**config.mk**
```make
export PLATFORM = sky130hd
export DESIGN_NAME = ps2_host_tx
export DESIGN_NICKNAME = d
export VERILOG_FILES = /design/src/rtl/ps2_pkg.sv /design/src/rtl/ps2_sync_edge.sv /design/src/rtl/ps2_host_tx.sv
export SDC_FILE = /design/constraint.sdc
export NUM_CORES = 1
export LEC_CHECK = 0
export ABC_CLOCK_PERIOD_IN_PS = 2600
export CORE_MARGIN = 2
export CORE_UTILIZATION = 58
export DETAILED_ROUTE_END_ITERATION = 7
export GPL_TIMING_DRIVEN = 1
export PLACE_DENSITY = 0.81
export SETUP_SLACK_MARGIN = 0.4
export SLEW_MARGIN = 20
export SYNTH_ARGS = -nofsm -noshare
export SYNTH_HDL_FRONTEND = slang
export SYNTH_SLANG_ARGS = --single-unit
```
**constraint.sdc**
```tcl
create_clock -name clk -period 2.6 [get_ports clk]
set_clock_uncertainty 0.1 [all_clocks]
set_input_delay 0.78 -clock clk [delete_from_list [all_inputs] [get_ports clk]]
set_output_delay 0.78 -clock clk [all_outputs]
set_load 0.01 [all_outputs]
```
**src/rtl/ps2_pkg.sv**
```systemverilog
// Shared PS/2 definitions: host-transmit FSM states, frame length and common command bytes.
package ps2_pkg;

  typedef enum logic [2:0] {
    IDLE,
    INHIBIT,
    RTS,
    SHIFT,
    ACK,
    WAIT_IDLE
  } ps2_tx_state_t;

  localparam int PS2_FRAME_BITS = 11;

  localparam logic [7:0] PS2_CMD_LED   = 8'hED;
  localparam logic [7:0] PS2_CMD_RESET = 8'hFF;
  localparam logic [7:0] PS2_ACK_BYTE  = 8'hFA;

  // PS/2 uses odd parity: the parity bit makes the total count of ones odd.
  function automatic logic odd_parity(input logic [7:0] data);
    return ~^data;
  endfunction

endpackage

```
**src/rtl/ps2_sync_edge.sv**
```systemverilog
// Three-flop synchronizer for one raw PS/2 pin, with falling-edge detection on the synchronized value.
module ps2_sync_edge (
  input  logic clk,
  input  logic rst,
  input  logic pin,
  output logic level,
  output logic fall
);

  logic [2:0] sync_q;
  logic [2:0] sync_d;

  always_comb begin
    sync_d = {sync_q[1:0], pin};
  end

  // Lines idle high, so resetting to ones cannot fake a falling edge.
  always_ff @(posedge clk) begin
    if (rst) begin
      sync_q <= 3'b111;
    end else begin
      sync_q <= sync_d;
    end
  end

  assign level = sync_q[1];
  assign fall  = sync_q[2] & ~sync_q[1];

endmodule

```
**src/rtl/ps2_host_tx.sv**
```systemverilog
// Host-to-device PS/2 transmitter: request-to-send, frame shift under the device clock, ACK check.
module ps2_host_tx
  import ps2_pkg::*;
#(
  parameter int INHIBIT_CYCLES = 5000,
  parameter int RTS_CYCLES     = 50,
  parameter int TIMEOUT_CYCLES = 100000
) (
  input  logic       clk,
  input  logic       rst,
  input  logic [7:0] tx_data,
  input  logic       tx_valid,
  output logic       tx_ready,
  input  logic       ps2_clk,
  input  logic       ps2_data,
  output logic       ps2_clk_low,
  output logic       ps2_data_low,
  output logic       tx_done,
  output logic       tx_err
);

  localparam int MAX_AB  = (INHIBIT_CYCLES > RTS_CYCLES) ? INHIBIT_CYCLES : RTS_CYCLES;
  localparam int MAX_CYC = (MAX_AB > TIMEOUT_CYCLES) ? MAX_AB : TIMEOUT_CYCLES;
  localparam int TW      = $clog2(MAX_CYC) + 1;

  localparam logic [TW-1:0] INH_LAST = TW'(INHIBIT_CYCLES - 1);
  localparam logic [TW-1:0] RTS_LAST = TW'(RTS_CYCLES - 1);
  localparam logic [TW-1:0] TO_LAST  = TW'(TIMEOUT_CYCLES - 1);
  localparam logic [3:0]    LAST_DATA_FALL = 4'd8;
  localparam logic [3:0]    STOP_FALL      = 4'(PS2_FRAME_BITS - 2);

  ps2_tx_state_t state_q, state_d;
  logic [TW-1:0] timer_q, timer_d;
  logic [3:0]    bit_cnt_q, bit_cnt_d;
  logic [7:0]    shift_q, shift_d;
  logic          parity_q, parity_d;
  logic          clk_low_q, clk_low_d;
  logic          data_low_q, data_low_d;
  logic          done_q, done_d;
  logic          err_q, err_d;

  logic clk_level, clk_fall;
  logic data_level, unused_data_fall;

  ps2_sync_edge u_sync_clk (
    .clk   (clk),
    .rst   (rst),
    .pin   (ps2_clk),
    .level (clk_level),
    .fall  (clk_fall)
  );

  ps2_sync_edge u_sync_data (
    .clk   (clk),
    .rst   (rst),
    .pin   (ps2_data),
    .level (data_level),
    .fall  (unused_data_fall)
  );

  // Line drives are computed for the next state so they come straight out of flops.
  always_comb begin
    state_d    = state_q;
    timer_d    = timer_q;
    bit_cnt_d  = bit_cnt_q;
    shift_d    = shift_q;
    parity_d   = parity_q;
    clk_low_d  = clk_low_q;
    data_low_d = data_low_q;
    done_d     = 1'b0;
    err_d      = 1'b0;

    unique case (state_q)
      IDLE: begin
        clk_low_d  = 1'b0;
        data_low_d = 1'b0;
        if (tx_valid) begin
          shift_d   = tx_data;
          parity_d  = odd_parity(tx_data);
          timer_d   = '0;
          bit_cnt_d = '0;
          clk_low_d = 1'b1;
          state_d   = INHIBIT;
        end
      end

      INHIBIT: begin
        if (timer_q == INH_LAST) begin
          timer_d    = '0;
          data_low_d = 1'b1;
          state_d    = RTS;
        end else begin
          timer_d = timer_q + TW'(1);
        end
      end

      // Data stays low on leaving RTS: that is the start bit.
      RTS: begin
        if (timer_q == RTS_LAST) begin
          timer_d   = '0;
          clk_low_d = 1'b0;
          state_d   = SHIFT;
        end else begin
          timer_d = timer_q + TW'(1);
        end
      end

      SHIFT: begin
        if (clk_fall) begin
          timer_d   = '0;
          bit_cnt_d = bit_cnt_q + 4'd1;
          if (bit_cnt_q < LAST_DATA_FALL) begin
            data_low_d = ~shift_q[0];
            shift_d    = {1'b0, shift_q[7:1]};
          end else if (bit_cnt_q == LAST_DATA_FALL) begin
            data_low_d = ~parity_q;
          end else if (bit_cnt_q == STOP_FALL) begin
            data_low_d = 1'b0;
            state_d    = ACK;
          end
        end else if (timer_q == TO_LAST) begin
          clk_low_d  = 1'b0;
          data_low_d = 1'b0;
          err_d      = 1'b1;
          state_d    = IDLE;
        end else begin
          timer_d = timer_q + TW'(1);
        end
      end

      ACK: begin
        if (clk_fall) begin
          timer_d = '0;
          if (!data_level) begin
            state_d = WAIT_IDLE;
          end else begin
            err_d   = 1'b1;
            state_d = IDLE;
          end
        end else if (timer_q == TO_LAST) begin
          clk_low_d  = 1'b0;
          data_low_d = 1'b0;
          err_d      = 1'b1;
          state_d    = IDLE;
        end else begin
          timer_d = timer_q + TW'(1);
        end
      end

      WAIT_IDLE: begin
        if (clk_level && data_level) begin
          done_d  = 1'b1;
          state_d = IDLE;
        end else if (clk_fall) begin
          timer_d = '0;
        end else if (timer_q == TO_LAST) begin
          clk_low_d  = 1'b0;
          data_low_d = 1'b0;
          err_d      = 1'b1;
          state_d    = IDLE;
        end else begin
          timer_d = timer_q + TW'(1);
        end
      end

      default: begin
        clk_low_d  = 1'b0;
        data_low_d = 1'b0;
        state_d    = IDLE;
      end
    endcase
  end

  always_ff @(posedge clk) begin
    if (rst) begin
      state_q    <= IDLE;
      timer_q    <= '0;
      bit_cnt_q  <= '0;
      shift_q    <= '0;
      parity_q   <= 1'b0;
      clk_low_q  <= 1'b0;
      data_low_q <= 1'b0;
      done_q     <= 1'b0;
      err_q      <= 1'b0;
    end else begin
      state_q    <= state_d;
      timer_q    <= timer_d;
      bit_cnt_q  <= bit_cnt_d;
      shift_q    <= shift_d;
      parity_q   <= parity_d;
      clk_low_q  <= clk_low_d;
      data_low_q <= data_low_d;
      done_q     <= done_d;
      err_q      <= err_d;
    end
  end

  assign tx_ready     = (state_q == IDLE);
  assign ps2_clk_low  = clk_low_q;
  assign ps2_data_low = data_low_q;
  assign tx_done      = done_q;
  assign tx_err       = err_q;

endmodule

```
==> insert_results.sql, run 1 <==
INSERT INTO impl_metrics (metric_group, metric, value, unit) VALUES
('outcome', 'outcome', 'finished clean', ''),
('power', 'cell_internal_pwr', '1.43', 'mW'),
('timing', 'max_clock_freq', '445', 'MHz'),
('setup_path', 'rrSetupSlack', '0.36', 'ns'),
('route', 'remaining_drc_errors', '0', ''),
('job', 'drv_cap', '0', ''),
('power', 'switchingPower', '807', 'uW'),
('clocking', 'clk_pin_slew_worst_paths', '0.08', 'ns'),
('place', 'place.gp.congestion', '0.913', ''),
('place', 'buffer_ports.inserted', '17', ''),
('synth', 'mappedNetlistNets', '311', ''),
('synth', 'synth.yosys.seq_area_share', '35.3', '%'),
('floorplan', 'die-height', '68.9', 'um'),
('power', 'static_leakage', '1.08', 'nW'),
('clocking', 'cts_buffer_depth', '2', ''),
('timing', 'final.setup.tns', '0', 'ns'),
('synth', 'ys_seq_elements', '43', ''),
('grt', 'grt_pass1_vias', '2112', ''),
('setup_path', 'crit_path_start_kind', 'flop', ''),
('route', 'routed_wl', '6.80', 'mm'),
('route', 'vias', '2465', ''),
('route', 'drtIter0Drc', '293', ''),
('layout', 'seq_area', '873', 'sq um'),
('route', 'met3_wirelength', '468', 'um'),
('synth', 'synth.yosys.warnings', '0', ''),
('setup_path', 'setup.worst_path.end_class', 'flop', ''),
('setup_path', 'cp.arrival', '2.33', 'ns'),
('grt', 'grt_max_degree', '21', ''),
('synth', 'synth-edff-count', '0', ''),
('layout', 'areaGrowthSynthToFinish', '26.3', '%'),
('route', 'antenna_violating_nets_post_route', '0', ''),
('setup_path', 'data_required_time_at_the_worst_endpoint', '2.69', 'ns'),
('power', 'swShare', '36.1', '%'),
('timing', 'worst-slew-pin-transition', '0.654', 'ns'),
('hold_path', 'holdCritPathClass', 'reg2reg', ''),
('floorplan', 'initial_utilization', '60.6', '%'),
('power', 'power_frac_clock', '19.6', '%'),
('place', 'post-place-cells', '365', ''),
('clocking', 'tritoncts_clock_tree', 'built', ''),
('layout', 'multi_input_gate_area_in_the_final_layout', '1600', 'sq um'),
('synth', 'postSynthCellCount', '293', ''),
('place', 'dp_slack', '-0.157', 'ns'),
('layout', 'fillers', '285', ''),
('grt', 'global_route_wire_length_before_repair', '9.82', 'mm'),
('route', 'drt-met1-wl', '2.81', 'mm'),
('layout', 'share_of_final_layout_standard_cells_stronger_than_drive_strength_1', '21.0', '%'),
('route', 'detail_route.vias_per_cell', '6.52', ''),
('route', 'met2WireLength', '3.31', 'mm'),
('synth', 'synth_top_cell_area_share', '35.3', '%'),
('floorplan', 'dieWidth', '68.9', 'um'),
('grt', 'grt_remaining_overflow', '0', ''),
('timing', 'hold_violation_total_from_the_final_report', '0', ''),
('layout', 'num-nets-final', '346', ''),
('setup_path', 'path_class', 'reg2reg', ''),
('layout', 'diodes', '0', ''),
('timing', 'layout_setup_ws', '0.355', 'ns'),
('timing', 'layout_worst_path_cycle_share', '86.3', '%'),
('power', 'combPwrFrac', '44.2', '%'),
('setup_path', 'timing.critical_path.fanout_max', '5', ''),
('floorplan', 'core_region_area', '4030', 'sq um'),
('route', 'drt_pre_antenna_iters', '7', ''),
('clocking', 'cts_htree_levels', '2', ''),
('synth', 'yosys.area.top_type', 'dfxtp_1', ''),
('layout', 'post-route-util', '76.5', '%'),
('grt', 'initial_antenna_violation_count', '0', ''),
('synth', 'synth_async_sr_flop_share', '0', '%'),
('floorplan', 'floorplan.die_area', '4740', 'sq um'),
('power', 'max-vdd-ir-drop', '0.333', 'mV'),
('clocking', 'clock_latency_on_the_worst_skew_pair', '0.30', 'ns'),
('clocking', 'cts-root-buf', 'clkbuf_8', ''),
('synth', 'synth_cell_types', '56', '');
## worst max-delay path: stages, from the launching register on
cell,delay [ns]
dfxtp_1,0.37
or4_4,0.60
nor3_4,0.20
a31oi_2,0.18
o31ai_4,0.34
buf_12,0.17
clkbuf_16,0.14
a21oi_1,0.04
## timing repair
item                       in CTS  in global routing
gates cloned                    0                  3
setup endpoints to repair      20                 21
gates resized for setup        12                 20
pin swaps                       4                  3
setup buffers                   2                  1
hold buffers                    0                  0
## per-layer routing
metal	vias up	track usage (%)
met1	1152	36.3
met5	-	0
met2	144	45.6
li1	1140	-
met4	0	11.0
met3	29	5.68
## path summary, 6_finish.rpt
kind                             start                   end  cells past startpoint
setup / recovery           timer_q[11]           timer_q[11]                      7
setup reg to reg           timer_q[11]           timer_q[11]                      7
hold reg to reg   u_sync_clk.sync_q[0]  u_sync_clk.sync_q[1]                      1
hold / removal    u_sync_clk.sync_q[0]  u_sync_clk.sync_q[1]                      1
## power by group through the flow
| stage | registers [mW] | logic [mW] | clock network [mW] |
|---|---|---|---|
| detailed placement | 0.802 | 0.767 | 0 |
| CTS | 0.797 | 0.792 | 0.438 |
| finish | 0.810 | 0.989 | 0.437 |
| global placement | 0.796 | 0.747 | 0 |
| global route | 0.820 | 1.06 | 0.465 |
| floorplan | 0.785 | 0.537 | 0 |
## logic make-up after synthesis
kind of cell             Yosys count  synth area share, %
adder cells (fa/ha/maj)            5                 2.56
XOR/XNOR                          14                 5.02
multiplexers                       9                 3.74
AND/OR/NAND/NOR                  122                 26.2
flip-flops                        43                 35.3
buffers and inverters             24                 4.36
AO/OA/AOI/OAI                     76                 22.9
## flip-flops by register name, summed over array words and instances, names as in the netlist
signal and cells:
ps2_clk_low 1, parity_q 1, bit_cnt_q 4, timer_q 18, u_sync_clk.sync_q 3, state_q 3, u_sync_data.sync_q 2, tx_err 1
shift_q 8, ps2_data_low 1, tx_done 1
## final cells by class
| class | instances | share of cell area (%) |
|---|---|---|
| repair buffers | 42 | 13.8 |
| multi-input cells | 226 | 51.7 |
| clock inverters | 1 | 0.162 |
| inverters | 10 | 1.22 |
| flip-flops and latches | 43 | 28.3 |
| well taps | 50 | 2.03 |
| clock buffers | 6 | 2.68 |
## cell usage after synthesis (2+ instances only)
cell type,instances
or4_1,5
or3_1,9
nor4_1,3
o31ai_4,2
nor2_1,29
a31o_2,2
o21ai_0,13
inv_1,10
a31oi_1,5
a211oi_1,9
nor4bb_1,3
o31ai_1,8
a21oi_1,19
xnor2_1,8
nand2_1,24
buf_2,4
nand3_1,17
a22o_1,2
nor3_1,9
clkbuf_1,7
xor2_1,6
nand3b_1,2
or2_2,5
nand2b_1,2
mux2i_1,8
and3_1,3
a21o_1,2
ha_1,5
nor2b_1,3
dfxtp_1,43
## layout by cell type (no fill, tap or decap), types with 9 or more instances in the layout
| master | Yosys | routed |
|---|---|---|
| nand2_1 | 24 | 24 |
| nor2_1 | 29 | 29 |
| buf_4 | 1 | 19 |
| dfxtp_1 | 43 | 37 |
| clkdlybuf4s50_1 | 0 | 15 |
| a21oi_1 | 19 | 18 |
| nand3_1 | 17 | 17 |
| inv_1 | 10 | 9 |
| a211oi_1 | 9 | 9 |
| o21ai_0 | 13 | 13 |
Power figures use the tool's default switching activity.
==> inputs of run 2 (changes only) <==
--- a/config.mk
+++ b/config.mk
@@ -6,7 +6,7 @@
 export NUM_CORES = 1
 export LEC_CHECK = 0
 export ABC_CLOCK_PERIOD_IN_PS = 2600
-export CORE_MARGIN = 2
+export CORE_MARGIN = 5
 export CORE_UTILIZATION = 58
 export DETAILED_ROUTE_END_ITERATION = 7
 export GPL_TIMING_DRIVEN = 1
==> run 2 against run 1 <==
Compared with the run above:
- final cell count up 3.7%
- register-to-register slack about the same
- wire length up 8.5%
- setup slack better by 0.0026 ns
- critical endpoint is now timer_q[12]
==> insert_results.sql, run 2 (synthesized netlist as in run 1, its figures left out) <==
INSERT INTO impl_metrics (metric_group, metric, value, unit) VALUES
('job', 'drv_cap', '0', ''),
('floorplan', 'io-pin-count', '18', ''),
('timing', 'final_period_minus_worst_setup_slack', '2.24', 'ns'),
('timing', 'layout_setup_ws', '0.358', 'ns'),
('grt', 'top_usage_layer_grt', 'met2', ''),
('clocking', 'clock_latency_on_the_worst_skew_pair', '0.31', 'ns'),
('route', 'drtIter0Drc', '322', ''),
('layout', 'mostFrequentLayoutCell', 'dfxtp_1', ''),
('grt', 'global_route.usage.met2', '36.2', '%'),
('grt', 'grt_use_met3', '5.21', '%'),
('layout', 'finish.cell_count_without_fillers', '392', ''),
('power', 'static_leakage', '1.17', 'nW'),
('floorplan', 'floorplan.die_area', '5610', 'sq um'),
('layout', 'num-nets-final', '360', ''),
('grt', 'global_route_wire_length_before_repair', '9.89', 'mm'),
('layout', 'fillers', '235', ''),
('place', 'buffer_ports.inserted', '17', ''),
('floorplan', 'row_count', '23', ''),
('grt', 'initial_antenna_violation_count', '0', ''),
('place', 'dp.final_hpwl', '3.96', 'mm'),
('layout', 'areaGrowthSynthToFinish', '35.4', '%'),
('setup_path', 'rrSetupSlack', '0.36', 'ns'),
('clocking', 'cts_buffer_depth', '2', ''),
('route', 'detail_route.vias_per_cell', '6.47', ''),
('power', 'max-vdd-ir-drop', '0.382', 'mV'),
('timing', 'max_clock_freq', '446', 'MHz'),
('layout', 'stdcell_area', '3310', 'sq um'),
('clocking', 'cts_htree_levels', '2', ''),
('place', 'dpl-instance-area', '2780', 'sq um'),
('grt', 'globalRouteMet1Util', '30.1', '%'),
('hold_path', 'holdCritPathClass', 'reg2reg', ''),
('layout', 'regMostFlops', 'timer_q', ''),
('setup_path', 'cp.arrival', '2.33', 'ns'),
('hold_path', 'min_path_cells', '1', ''),
('layout', 'largest_reg_flops', '18', ''),
('timing', 'worst-slew-pin-transition', '0.792', 'ns'),
('timing', 'grt_setup_unrepaired', 'yes', ''),
('clocking', 'tritoncts.num_buffers', '5', ''),
('timing', 'hold_violation_total_from_the_final_report', '0', ''),
('setup_path', 'timing.critical_path.fanout_max', '5', ''),
('layout', 'layout_top_registers', 'timer_q: 18 flops, shift_q: 8 flops, bit_cnt_q: 4 flops', ''),
('clocking', 'clk_pin_slew_worst_paths', '0.08', 'ns'),
('setup_path', 'data_required_time_at_the_worst_endpoint', '2.69', 'ns'),
('layout', 'layout_common_cells', 'dfxtp_1 (36), buf_4 (30), nor2_1 (29)', ''),
('floorplan', 'core_region_area', '4030', 'sq um'),
('hold_path', 'min_to', 'u_sync_data.sync_q[1]', ''),
('grt', 'grt_pass1_vias', '2162', ''),
('setup_path', 'crit_path_start_kind', 'flop', ''),
('setup_path', 'worst_r2r_path_depth', '7', ''),
('grt', 'global_route.usage.total', '22.7', '%'),
('outcome', 'outcome', 'finished clean', ''),
('layout', 'diodes', '0', ''),
('route', 'antenna_violating_nets_post_route', '0', ''),
('timing', 'timing_max_transition_violations_final', '0', ''),
('power', 'power.total', '2.48', 'mW'),
('clocking', 'cts.hold.buffers_added', '0', ''),
('floorplan', 'dieWidth', '74.9', 'um'),
('route', 'vias', '2538', ''),
('timing', 'layout_worst_path_cycle_share', '86.2', '%'),
('setup_path', 'setup.worst_path.end_class', 'flop', ''),
('clocking', 'cts-root-buf', 'clkbuf_8', ''),
('hold_path', 'startpoint_of_the_worst_hold_path', 'u_sync_data.sync_q[0]', ''),
('route', 'drt_pre_antenna_iters', '7', ''),
('place', 'post-place-cells', '367', ''),
('route', 'remaining_drc_errors', '0', ''),
('timing', 'finalSetupViolations', '0', ''),
('floorplan', 'die-height', '74.9', 'um'),
('floorplan', 'initial_utilization', '60.6', '%'),
('power', 'power_density', '749', 'nW/um^2'),
('setup_path', 'r2r-end', 'timer_q[12]', ''),
('clocking', 'clock_sinks', '43', ''),
('setup_path', 'path_class', 'reg2reg', ''),
('grt', 'grt_max_degree', '21', ''),
('setup_path', 'crit-reg2reg-launch', 'timer_q[11]', ''),
('clocking', 'tritoncts_clock_tree', 'built', ''),
('timing', 'maxSlewHeadroom', '46.8', '%'),
('timing', 'final.setup.tns', '0', 'ns'),
('route', 'routed_wl', '7.38', 'mm'),
('grt', 'grt_remaining_overflow', '0', ''),
('route', 'detail_route.wl_per_cell', '18.8', 'um'),
('layout', 'share_of_final_layout_standard_cells_stronger_than_drive_strength_1', '26.6', '%'),
('place', 'place.gp.congestion', '0.874', ''),
('place', 'dp_slack', '-0.124', 'ns');
-- run 2: cell types whose count changed in the layout (fill, tap and decap cells not counted), sizes merged --
| cell | delta |
|---|---|
| buf | +13 |
| bufinv | +1 |
| clkbuf | +1 |
| clkdlybuf4s15 | +1 |
| clkinv | -1 |
| dlygate4sd2 | -1 |
-- run 2: layout make-up --
class	count	area (sq um)	share of cell area [%]
inverters	10	37.5	1.14
flip-flops and latches	43	880	26.6
clock buffers	6	72.6	2.20
repair buffers	56	572	17.3
multi-input cells	226	1650	50.0
well taps	50	62.6	1.89
clock inverters	1	30.0	0.908
-- run 2: worst max-delay path by stage --
stage / from / endpoint / cells past startpoint
final: timer_q[11] / timer_q[12] / 7
after global routing: timer_q[1] / timer_q[17] / 9
after CTS: timer_q[0] / timer_q[17] / 7
after detailed placement: tx_valid / timer_q[11] / 7
after global placement: tx_valid / timer_q[11] / 7
after floorplan: timer_q[0] / timer_q[1] / 7
-- run 2: worst max-delay path, stage by stage (launching register included) --
cell and delay, ns:
dfxtp_2 0.36, or4_4 0.58, nor3_4 0.27, a31oi_4 0.15
o31ai_4 0.33, buf_12 0.16, clkbuf_16 0.15, a21oi_1 0.04
-- run 2: what timing repair did --
action                                 CTS  global route
buffers inserted                         2            12
setup endpoints to repair               18            21
endpoints found under the hold margin    0             0
pin swaps                                3            15
gates resized for setup                  7            41
gates cloned                             0             4
-- run 2: metrics by stage --
stage / utilization, % / hold slack (ns)
CTS: 72.6 / 0.313
finish: 82.0 / 0.315
global placement: 69.0 / 0.291
global route: 82.0 / 0.327
floorplan: - / 0.289
detailed placement: 69.0 / 0.293
-- run 2: report_power, final --
| group | total [mW] | internal, mW | switching (mW) |
|---|---|---|---|
| logic | 1.16 | 0.595 | 0.564 |
| clock network | 0.510 | 0.282 | 0.228 |
| registers | 0.807 | 0.741 | 0.0654 |
| total | 2.48 | 1.62 | 0.857 |
-- run 2: per-layer routing --
| metal | up-vias | wire [um] |
|---|---|---|
| met5 | - | 0 |
| met4 | 0 | 438 |
| li1 | 1170 | - |
| met3 | 48 | 641 |
| met2 | 169 | 3400 |
| met1 | 1151 | 2900 |
